### config.mk
export PLATFORM = sky130hd
export DESIGN_NAME = logic_unit_chunked
export DESIGN_NICKNAME = d
export VERILOG_FILES = /design/src/rtl/logic_unit_chunked.sv
export SDC_FILE = /design/constraint.sdc
export NUM_CORES = 1
export LEC_CHECK = 0
export CORE_ASPECT_RATIO = 2
export CORE_MARGIN = 1
export CORE_UTILIZATION = 30
export CTS_CLUSTER_DIAMETER = 200
export DETAILED_ROUTE_END_ITERATION = 8
export PLACE_DENSITY_LB_ADDON = 0.05
export SYNTH_ARGS = -nofsm -noshare
export SYNTH_HDL_FRONTEND = slang
export SYNTH_SLANG_ARGS = --single-unit
### constraint.sdc
create_clock -name clk -period 12.1 [get_ports clk]
set_clock_uncertainty 0.2 [all_clocks]
set_input_delay 2.42 -clock clk [delete_from_list [all_inputs] [get_ports clk]]
set_output_delay 2.42 -clock clk [all_outputs]
set_load 0.05 [all_outputs]
### src/rtl/logic_unit_chunked.sv
// rtl/logic_unit_chunked.sv - multi-cycle bitwise logic unit processing WIDTH-bit operands CHUNK bits per clock
//
// Purpose:
//   Evaluates AND / XOR / NOT A / OR on a WIDTH-bit operand pair by sweeping a
//   CHUNK-bit slice per clock through one shared gate array, then reports zero
//   and sign flags for the condition-code logic. Both sides use valid/ready.
//
// Ports:
//   clk        rising-edge clock
//   rst_n      asynchronous active-low reset
//   in_valid   operation request valid
//   in_ready   unit idle and able to accept an operation
//   op         00 AND, 01 XOR, 10 NOT A (b ignored), 11 OR
//   a, b       WIDTH-bit operands
//   out_valid  result and flags valid
//   out_ready  consumer accepts the result
//   result     registered WIDTH-bit result
//   zf         result == 0
//   sf         result[WIDTH-1]
module logic_unit_chunked #(
  parameter int WIDTH = 64,
  parameter int CHUNK = 16
) (
  input  logic             clk,
  input  logic             rst_n,
  input  logic             in_valid,
  output logic             in_ready,
  input  logic [1:0]       op,
  input  logic [WIDTH-1:0] a,
  input  logic [WIDTH-1:0] b,
  output logic             out_valid,
  input  logic             out_ready,
  output logic [WIDTH-1:0] result,
  output logic             zf,
  output logic             sf
);

  localparam int NCHUNK = WIDTH / CHUNK;
  localparam int CW     = (NCHUNK > 1) ? $clog2(NCHUNK) : 1;
  localparam logic [CW-1:0] LAST = CW'(NCHUNK - 1);

  typedef enum logic [1:0] {
    IDLE = 2'd0,
    BUSY = 2'd1,
    DONE = 2'd2
  } state_t;

  state_t state;
  state_t state_next;

  logic [WIDTH-1:0] a_q;
  logic [WIDTH-1:0] b_q;
  logic [1:0]       op_q;
  logic [CW-1:0]    cnt;
  logic             nz_acc;
  logic [CHUNK-1:0] a_s;
  logic [CHUNK-1:0] b_s;
  logic [CHUNK-1:0] slice;
  logic             accept;

  assign in_ready  = (state == IDLE);
  assign out_valid = (state == DONE);
  assign accept    = in_valid && in_ready;

  // State register
  always_ff @(posedge clk or negedge rst_n) begin
    if (!rst_n) begin
      state <= IDLE;
    end else begin
      state <= state_next;
    end
  end

  // Next-state logic
  always_comb begin
    state_next = state;
    case (state)
      IDLE:    if (in_valid)     state_next = BUSY;
      BUSY:    if (cnt == LAST)  state_next = DONE;
      DONE:    if (out_ready)    state_next = IDLE;
      default:                   state_next = IDLE;
    endcase
  end

  // Select the current slice of the captured operands.
  always_comb begin
    a_s = '0;
    b_s = '0;
    for (int k = 0; k < NCHUNK; k++) begin
      if (cnt == CW'(k)) begin
        a_s = a_q[k*CHUNK +: CHUNK];
        b_s = b_q[k*CHUNK +: CHUNK];
      end
    end
  end

  // Shared gate array. The NOT branch never reads b_s, so an unknown b
  // cannot leak into the result.
  always_comb begin
    case (op_q)
      2'b00:   slice = a_s & b_s;
      2'b01:   slice = a_s ^ b_s;
      2'b10:   slice = ~a_s;
      default: slice = a_s | b_s;
    endcase
  end

  // Operand capture, slice write-back and flag generation
  always_ff @(posedge clk or negedge rst_n) begin
    if (!rst_n) begin
      a_q    <= '0;
      b_q    <= '0;
      op_q   <= 2'b00;
      cnt    <= '0;
      nz_acc <= 1'b0;
      result <= '0;
      zf     <= 1'b0;
      sf     <= 1'b0;
    end else if (accept) begin
      a_q    <= a;
      b_q    <= b;
      op_q   <= op;
      cnt    <= '0;
      nz_acc <= 1'b0;
    end else if (state == BUSY) begin
      for (int k = 0; k < NCHUNK; k++) begin
        if (cnt == CW'(k)) begin
          result[k*CHUNK +: CHUNK] <= slice;
        end
      end
      nz_acc <= nz_acc | (|slice);
      if (cnt == LAST) begin
        // The final slice is still in flight, so fold it in directly; the
        // top slice also carries the result MSB.
        zf <= ~(nz_acc | (|slice));
        sf <= slice[CHUNK-1];
      end else begin
        cnt <= cnt + CW'(1);
      end
    end
  end

endmodule

==> Word level (Yosys, flattened, before mapping) <==
Index checks and enable logic that the tools add are counted.
{ "word_totals": {"ff_bits": 201, "latchBits": 0, "mem_bits_rw": 0, "mem_bits_ro": 0, "inputBits": 134, "output_inout_bits": 68, "wordCells": 61, "n_memories": 0} }
{ "op_classes": {"n_addsub": 1, "multipliers": 0, "n_div": 0, "n_lt_le_gt_ge": 0, "eq_ne": 11, "shift": 0, "muxes": 18, "n_bitwise": 7, "n_reduce_logical": 12} }
{ "ops": {"columns": ["cell", "count"], "rows": [
  ["$mux W16", 8],
  ["$pmux W16 S3", 1],
  ["$and A16 B16 Y16", 1],
  ["$not A16 Y16", 1],
  ["$or A16 B16 Y16", 1],
  ["$reduce_or A16 Y1", 1],
  ["$xor A16 B16 Y16", 1],
  ["$reduce_and A3 Y1", 5],
  ["$mux W2", 6],
  ["$eq A2 B2 Y1 const B", 4],
  ["$eq A2 B1 Y1 const B", 3],
  ["$logic_not A2 Y1", 3],
  ["$ne A2 B2 Y1 const B", 3],
  ["$pmux W2 S3", 1],
  ["$add A2 B1 Y2 const B", 1],
  ["$mux W1", 2],
  ["$ne A2 B1 Y1 const B", 1],
  ["$not A1 Y1", 2],
  ["$reduce_and A2 Y1", 1],
  ["$reduce_bool A2 Y1", 1],
  ["$logic_and A1 B1 Y1", 1],
  ["$or A1 B1 Y1", 1]
]} }

==> Logic depth before layout (Yosys ltp) <==
Gate-level depths: netlist (run 1).
{ "depth": {"depth_word": 11, "depth_mapped": 19, "depth_no_buf": 16} }

==> Worst setup path before layout (run 1) <==
OpenSTA, ideal clock, no wires.
{ "synth_timing": {"path_kind": "input-to-reg", "start": "in in_valid", "end": "reg a_q[59]", "setup_ps": 125, "t_arrival_ps": 3743, "required_ps": 11775, "path_slack_ps": 8032, "path_stages": 5, "n_path_buf": 3, "cell_sequence": "and2_1 clkbuf_1 buf_1 clkbuf_1 mux2_2"} }
{ "synth_between": {"elab_chain_len": 1} }
{ "synth_rtl": {"columns": ["element", "line_no", "source"], "rows": [
  ["from (decl)", "26", "input logic in_valid,"],
  ["$logic_and A1 B1 Y1", "63", "assign accept = in_valid && in_ready;"],
  ["to (signal assigned)", "111", "a_q <= '0;"],
  ["to (signal assigned)", "120", "a_q <= a;"],
  ["to (decl)", "51", "logic [WIDTH-1:0] a_q;"]
]} }
No other way between the ends.
A chain may end at the register's enable or synchronous reset.

==> Worst setup path after layout (run 1) <==
{ "layout_timing": {"start": "in in_valid", "end": "reg b_q[17]"} }
{ "layout_between": {"elab_chain_len": 1} }
{ "layout_rtl": {"columns": ["element", "line_no", "source"], "rows": [
  ["$logic_and A1 B1 Y1", "63", null],
  ["to (signal assigned)", "112", "b_q <= '0;"],
  ["to (signal assigned)", "121", "b_q <= b;"],
  ["to (decl)", "52", "logic [WIDTH-1:0] b_q;"]
]} }
No other way between the ends.

==> results of run 1 <==
placed cells by master, fill, tap and decap left out, types with 2 or more instances in the layout:
cell / count
a211oi_1: 10
mux2i_1: 16
o22ai_1: 15
o21ai_0: 28
buf_4: 11
mux2_1: 5
inv_1: 24
dfrtp_1: 200
nand2_1: 93
ha_1: 33
nor2_1: 50
bufinv_16: 3
nand4_1: 4
a22oi_1: 5
nand2b_1: 2
mux2_2: 124
o221ai_1: 7
o221ai_2: 8
clkdlybuf4s50_1: 200
clkinvlp_4: 3
inv_6: 5
a221o_1: 5
a21o_1: 16
clkinv_4: 2
o21ai_1: 48
nor2b_1: 2
a21oi_1: 50
a21oi_2: 5
ha_2: 3
clkbuf_16: 17
final timing paths:
path | from | end | slack, ps | cells after the start
max in group asynchronous | rst_n | a_q[7] | 7780 | 3
min | result[43] | result[43] | 280 | 2
max | in_valid | b_q[17] | 7090 | 5
max reg2reg | cnt[1] | nz_acc | 7800 | 16
min reg2reg | result[43] | result[43] | 280 | 2
min in group asynchronous | rst_n | result[43] | 1780 | 1
power breakdown:
group | internal [mW] | switching [mW]
clock | 0.331 | 0.281
combinational | 0.829 | 1.33
sequential | 0.992 | 0.196
metal layers:
metal | vias up | global-route usage [%]
met3 | 18 | 3.662
met2 | 150 | 31.94
met1 | 3220 | 21.24
met4 | 0 | 5.714
met5 | - | 0
li1 | 3261 | -
worst reg2reg max path: cells and delay by family, from the launching register on:
kind	cells	cell delay (ps)
compound gates	6	1280
simple gates	5	1070
buf+inv	2	590
fa+ha+maj	2	490
flops	1	410
mux	1	130
logic make-up (layout without fill, tap and decap cells):
kind of cell / Yosys count / in the layout / synth area share (%)
AO/OA/AOI/OAI: 203 / 203 / 13.93
XOR/XNOR: 1 / 1 / 0.09289
adder cells (fa/ha/maj): 36 / 36 / 4.776
buffers and inverters: 84 / 270 / 4.047
flip-flops: 200 / 200 / 53.07
multiplexers: 145 / 145 / 17.10
AND/OR/NAND/NOR: 159 / 159 / 6.979
cell type report:
type / instances / area (µm²) / area share (%)
repair buffers: 212 / 2098 / 16.93
clock inverters: 14 / 185.2 / 1.494
well taps: 418 / 523.0 / 4.221
flip-flops and latches: 200 / 5005 / 40.39
multi-input cells: 544 / 4054 / 32.71
clock buffers: 18 / 429.2 / 3.463
inverters: 26 / 97.59 / 0.7876
sequential cells by signal (all words and copies together) (netlist names):
signal,flops
state,2
cnt,2
b_q,64
zf,1
op_q,2
nz_acc,1
result,64
a_q,64
metrics by stage:
stage | hold WS [ps] | power [mW] | util, %
after floorplan | 258.5 | 2.688 | -
after global placement | 262.1 | 3.379 | 38.17
after detailed placement | 270.3 | 3.412 | 38.17
after CTS | 286.4 | 4.040 | 40.16
after global routing | 308.5 | 4.286 | 40.16
final | 277.2 | 3.963 | 40.16
==> results.md, run 1 <==
* Status: complete, no violations
* Type of origin of the critical path: input pin
* Period minus WS final at 5012 ps
* Buffers on Ports at 201
* First-pass GRT wire length at 42,320 µm
* CTS clk-pin slew, worst paths at approximately 70 ps
* Final worst setup slack at between 7000 and 8000 ps
* WL/cell at around 19 µm
* Syn_area_per_cell at 11.39 µm²
* DIE AREA at approximately 0.032 mm²
* Share of layout cells above drive strength 1 at 19.13%
* Slowest stage cell on the critical path: buf_4
* Worst slack at placement at 6587 ps
* CTS tree: built
* Post-CTS Hold Buffers at 0
* Crit path cell chain: clkdlybuf4s50_1 -> and2_4 -> buf_4 -> buf_4 -> mux2_2
* Area of the core at 0.03086 mm²
* Top cell type's share of synthesized area at a little over half
* Synthesized Nets at ~1,000
* P_leak at ~5.3 nW
* CP bufs+invs at 3
* Initial Utilization at 30.56%
* Rel. slew slack at about a quarter
* Final antenna-violating net count at 0
* I/O pin total at 202
* Hold Vio Cnt, Final at 0
* Initial antenna violation count at 0
* Synth warn at 0
* Crit Path Class: input pin to register
* Synth area leaders: dfrtp_1, mux2_2, ha_1, nand2_1, a21oi_1
* Worst Max-Slew Pin Slew at approximately 1100 ps
* Post-synth ARST share at 100.0%
* Max H-tree Level at 4
* Critical Path RT at 12,250 ps
* Worst-skew pair later-pin latency at 460 ps
* Total Neg Setup Slack at 0 ps
* DRT iter0 DRCs at between 200 and 300
* Unrepaired setup endpoints after global routing: no
* Max VDD drop at 0.1369 mV
* Num CTS Buffers at 17
* # resized after CTS at 0
* Netlist cell types at between 40 and 50
* Fin crit share at 41.42%
* Max Freq at 0.1995 GHz
* Crit path max-delay family: buffers and inverters
* Setup violators final at 0
* CP arrival at 5160 ps
* Final Max Tran Viols at 0
* # Max-Cap Violations at 0
* Hold crit path type: register to register
* Final WL at between 20,000 and 30,000 µm
* Synthesis-stage register bit count at 200
* Met2 WL at 14,440 µm
* EDFF count, synth at 0
* Synthesized area at between 0.009 and 0.01 mm²
* Met3 WL post-DR at 1036 µm
* Grt ovf at 0
* Sequential area share after synthesis at between 50% and 60%
* Final instance area at 0.01239 mm²
* Most frequent cell after synthesis: dfrtp_1
* CP Max Fanout at 50
* Placed inst area at ~0.012 mm²
* Area Growth Syn to Fin at 31.41%
* Highest routed layer: met4
* Synth cell count leaders: dfrtp_1, mux2_2, nand2_1, a21oi_1, nor2_1
* Vias post-DR at 6,649
* Vias in the first global route at ~6,900
* Cell mode on critical path: buf_4
* Largest area contributor in the netlist: dfrtp_1
* Die X at between 100 and 150 µm
* Final HPWL DP at 19,620 µm
* Gpl congestion at 0.7196
* Post-Syn Instances at between 800 and 900
* CP max stage delay at about 650 ps
* PwrDens at approximately 320 mW/mm²
* # Post-CTS Setup Buffers at 0
* Router iterations before antenna repair at 4
* Num rows at 91
* ANT cells at 0
* Fin cells at 1,432
* M1 WL at 11,080 µm
* Largest net degree at the start of global routing at 81
* Die H at 252.7 µm
* Nets at 1,171
* Dpl cells at 1,400
* Ys flop type: dfrtp_1
* Max Root-Sink Buffers at 2
* DRC viols at 0
* Fill cell instance count of the final layout at 3,026
* Gr usage total at ~18%
* CP Capture Type: register
* Clock tree root buffer cell: clkbuf_16
* Vias/cell at 4.643
* Sink Count at 200
Power figures use the tool's default switching activity.
==> run 2: changes to the inputs <==
Clock period 12.1 ns to 4.2 ns, I/O delays scaled along.
==> results.md, run 2 (synthesis results as in run 1) <==
* Power Total at 11.66 mW (+190%)
* Area Growth Syn to Fin at 33.17%
* Slowest stage cell on the critical path: or4_4
* Fin cells at 1,450 (+1.3%)
* Share of layout cells above drive strength 1 at 20.45% (+1.3 points)
* CTS tree: built
* Rel. slew slack at 23.24% (-1.1 points)
* Die H at 252.7 µm (unchanged)
* I/O pin total at 202 (unchanged)
* Grt ovf at 0 (unchanged)
* Worst Max-Slew Pin Slew at 1149 ps (+16.19 ps)
* Vias post-DR at 6,769 (+1.8%)
* CP Capture Type: register
* CP Max Fanout at 35 (-30%)
* Largest regs: a_q x64, b_q x64, result x64
* CTS clk-pin slew, worst paths at 70 ps (about the same)
* DRC viols at 0 (unchanged)
* Area of the core at 0.03086 mm² (unchanged)
* Gpl congestion at 0.7314 (+1.6%)
* Most frequent cells in the layout: dfrtp_1, clkdlybuf4s50_1, mux2_2
* Worst-skew pair later-pin latency at 440 ps (-20 ps)
* Post-CTS Hold Buffers at 0 (unchanged)
* Final Max Tran Viols at 0 (unchanged)
* # Max-Cap Violations at 0 (unchanged)
* Crit Path Class: register to register
* Setup violators final at 0 (unchanged)
* First-pass GRT wire length at 42,800 µm (+1.1%)
* Total Neg Setup Slack at 0 ps (unchanged)
* Final WL at 27,620 µm (+2.6%)
* Max H-tree Level at 4 (unchanged)
* Finished Core Util at 40.70% (+0.54 points)
* CP arrival at 3920 ps (-1240 ps)
* Num CTS Buffers at 17 (unchanged)
* # Post-CTS Setup Buffers at 0 (unchanged)
* Buffers on Ports at 201 (unchanged)
* Max Root-Sink Buffers at 2 (unchanged)
* Status: complete, no violations
* Largest net degree at the start of global routing at 108 (+33%)
* Final instance area at 0.01256 mm² (+1.3%)
* Sink Count at 200 (unchanged)
* Crit path cell chain: inv_1 -> ha_2 -> buf_4 -> nor2_1 -> a21oi_1 -> nor2_1 -> a21o_1 -> ha_1 -> mux2i_1 -> o22ai_1 -> a21oi_1 -> nand4_1 -> or4_4 -> o2bb2ai_2
* ANT cells at 0 (unchanged)
* Hold crit path type: input pin to asynchronous set/reset pin
* Unrepaired setup endpoints after global routing: no
* Gr usage total at 18.12% (+0.21 points)
* Vias in the first global route at 6,985 (+1.2%)
* Worst slack at placement at 432.9 ps (-6154 ps)
* P_leak at 5.413 nW (+1.7%)
* DIE AREA at 0.03219 mm² (unchanged)
* Dpl cells at 1,421 (+1.5%)
* DRT iter0 DRCs at 270 (+8.0%)
* Router iterations before antenna repair at 4 (unchanged)
* PwrDens at 928.2 mW/mm² (+190%)
* Hold Vio Cnt, Final at 0 (unchanged)
* Initial antenna violation count at 0 (unchanged)
* Worst hold slack at 278.0 ps (+0.8320 ps)
* Placed inst area at 0.01200 mm² (+1.9%)
* Max VDD drop at 0.3307 mV (+140%)
* Vias/cell at 4.668 (+0.54%)
* # resized after CTS at 0 (unchanged)
* Initial Utilization at 30.56% (unchanged)
* Critical Path RT at 4320 ps (-7930 ps)
* Final antenna-violating net count at 0 (unchanged)
* Max Freq at 0.2633 GHz
* CP max stage delay at 580 ps (-70 ps)
* Final HPWL DP at 21,110 µm (+7.6%)
* Nets at 1,192 (+1.8%)
* Die X at 127.4 µm (unchanged)
* Period minus WS final at roughly 3800 ps
* Num rows at 91 (unchanged)
* Clock tree root buffer cell: clkbuf_16
* WL/cell at 19.05 µm (+1.3%)
* Type of origin of the critical path: register
* Final worst setup slack at 402.6 ps (-6686 ps)
* Fin crit share at roughly 90%
* Register-to-Register Path Depth at 14 (-2)
==> run 2: cell types whose count changed in the layout (fill, tap and decap cells not counted), sizes merged <==
cell	before	now
clkinvlp	3	4
inv	31	25
clkbuf	19	22
buf	11	32
bufinv	3	2
==> run 2: layout make-up <==
class | count | area (µm²)
timing repair buffer | 233 | 2318
sequential | 200 | 5005
tap | 418 | 523.0
clock buffer | 21 | 460.4
clock inverter | 8 | 100.1
multi-input combinational | 544 | 4054
inverter | 26 | 97.59
fill | 2997 | 18300
==> run 2: path summary, 6_finish.rpt <==
check                      slack, ps         end  startpoint
max reg2reg                      400      nz_acc      cnt[0]
min in group clk                 280  result[27]  result[27]
min                              280   result[8]       rst_n
max                              400      nz_acc      cnt[0]
max in group asynchronous       2690     b_q[13]       rst_n
min reg2reg                      280  result[27]  result[27]
==> run 2: critical path: cells and delay by family (launching register included) <==
family | cells | cell delay [ps]
flops | 1 | 430
buf+inv | 2 | 490
fa+ha+maj | 2 | 630
mux | 1 | 140
compound gates | 5 | 820
simple gates | 4 | 940
==> run 2: layer usage <==
metal  track usage, %  share of wire [%]  up-vias
li1                 -                  -     3308
met1            20.87                 40     3271
met2            32.93                 54      167
met3            3.429                3.7       23
met4            6.463                2.2        0
met5                0                  0        -
==> run 2: power breakdown <==
part,total [mW],internal (mW),switching [mW]
Sequential,3.50,2.86,0.641
Combinational,6.53,2.68,3.85
Clock,1.62,0.896,0.722
==> run 3: changes to the inputs <==
Settings changed: GPL_ROUTABILITY_DRIVEN from default to 1.
==> results of run 3 <==
No change in the layout: final DEF, timing and power equal those of run 2.
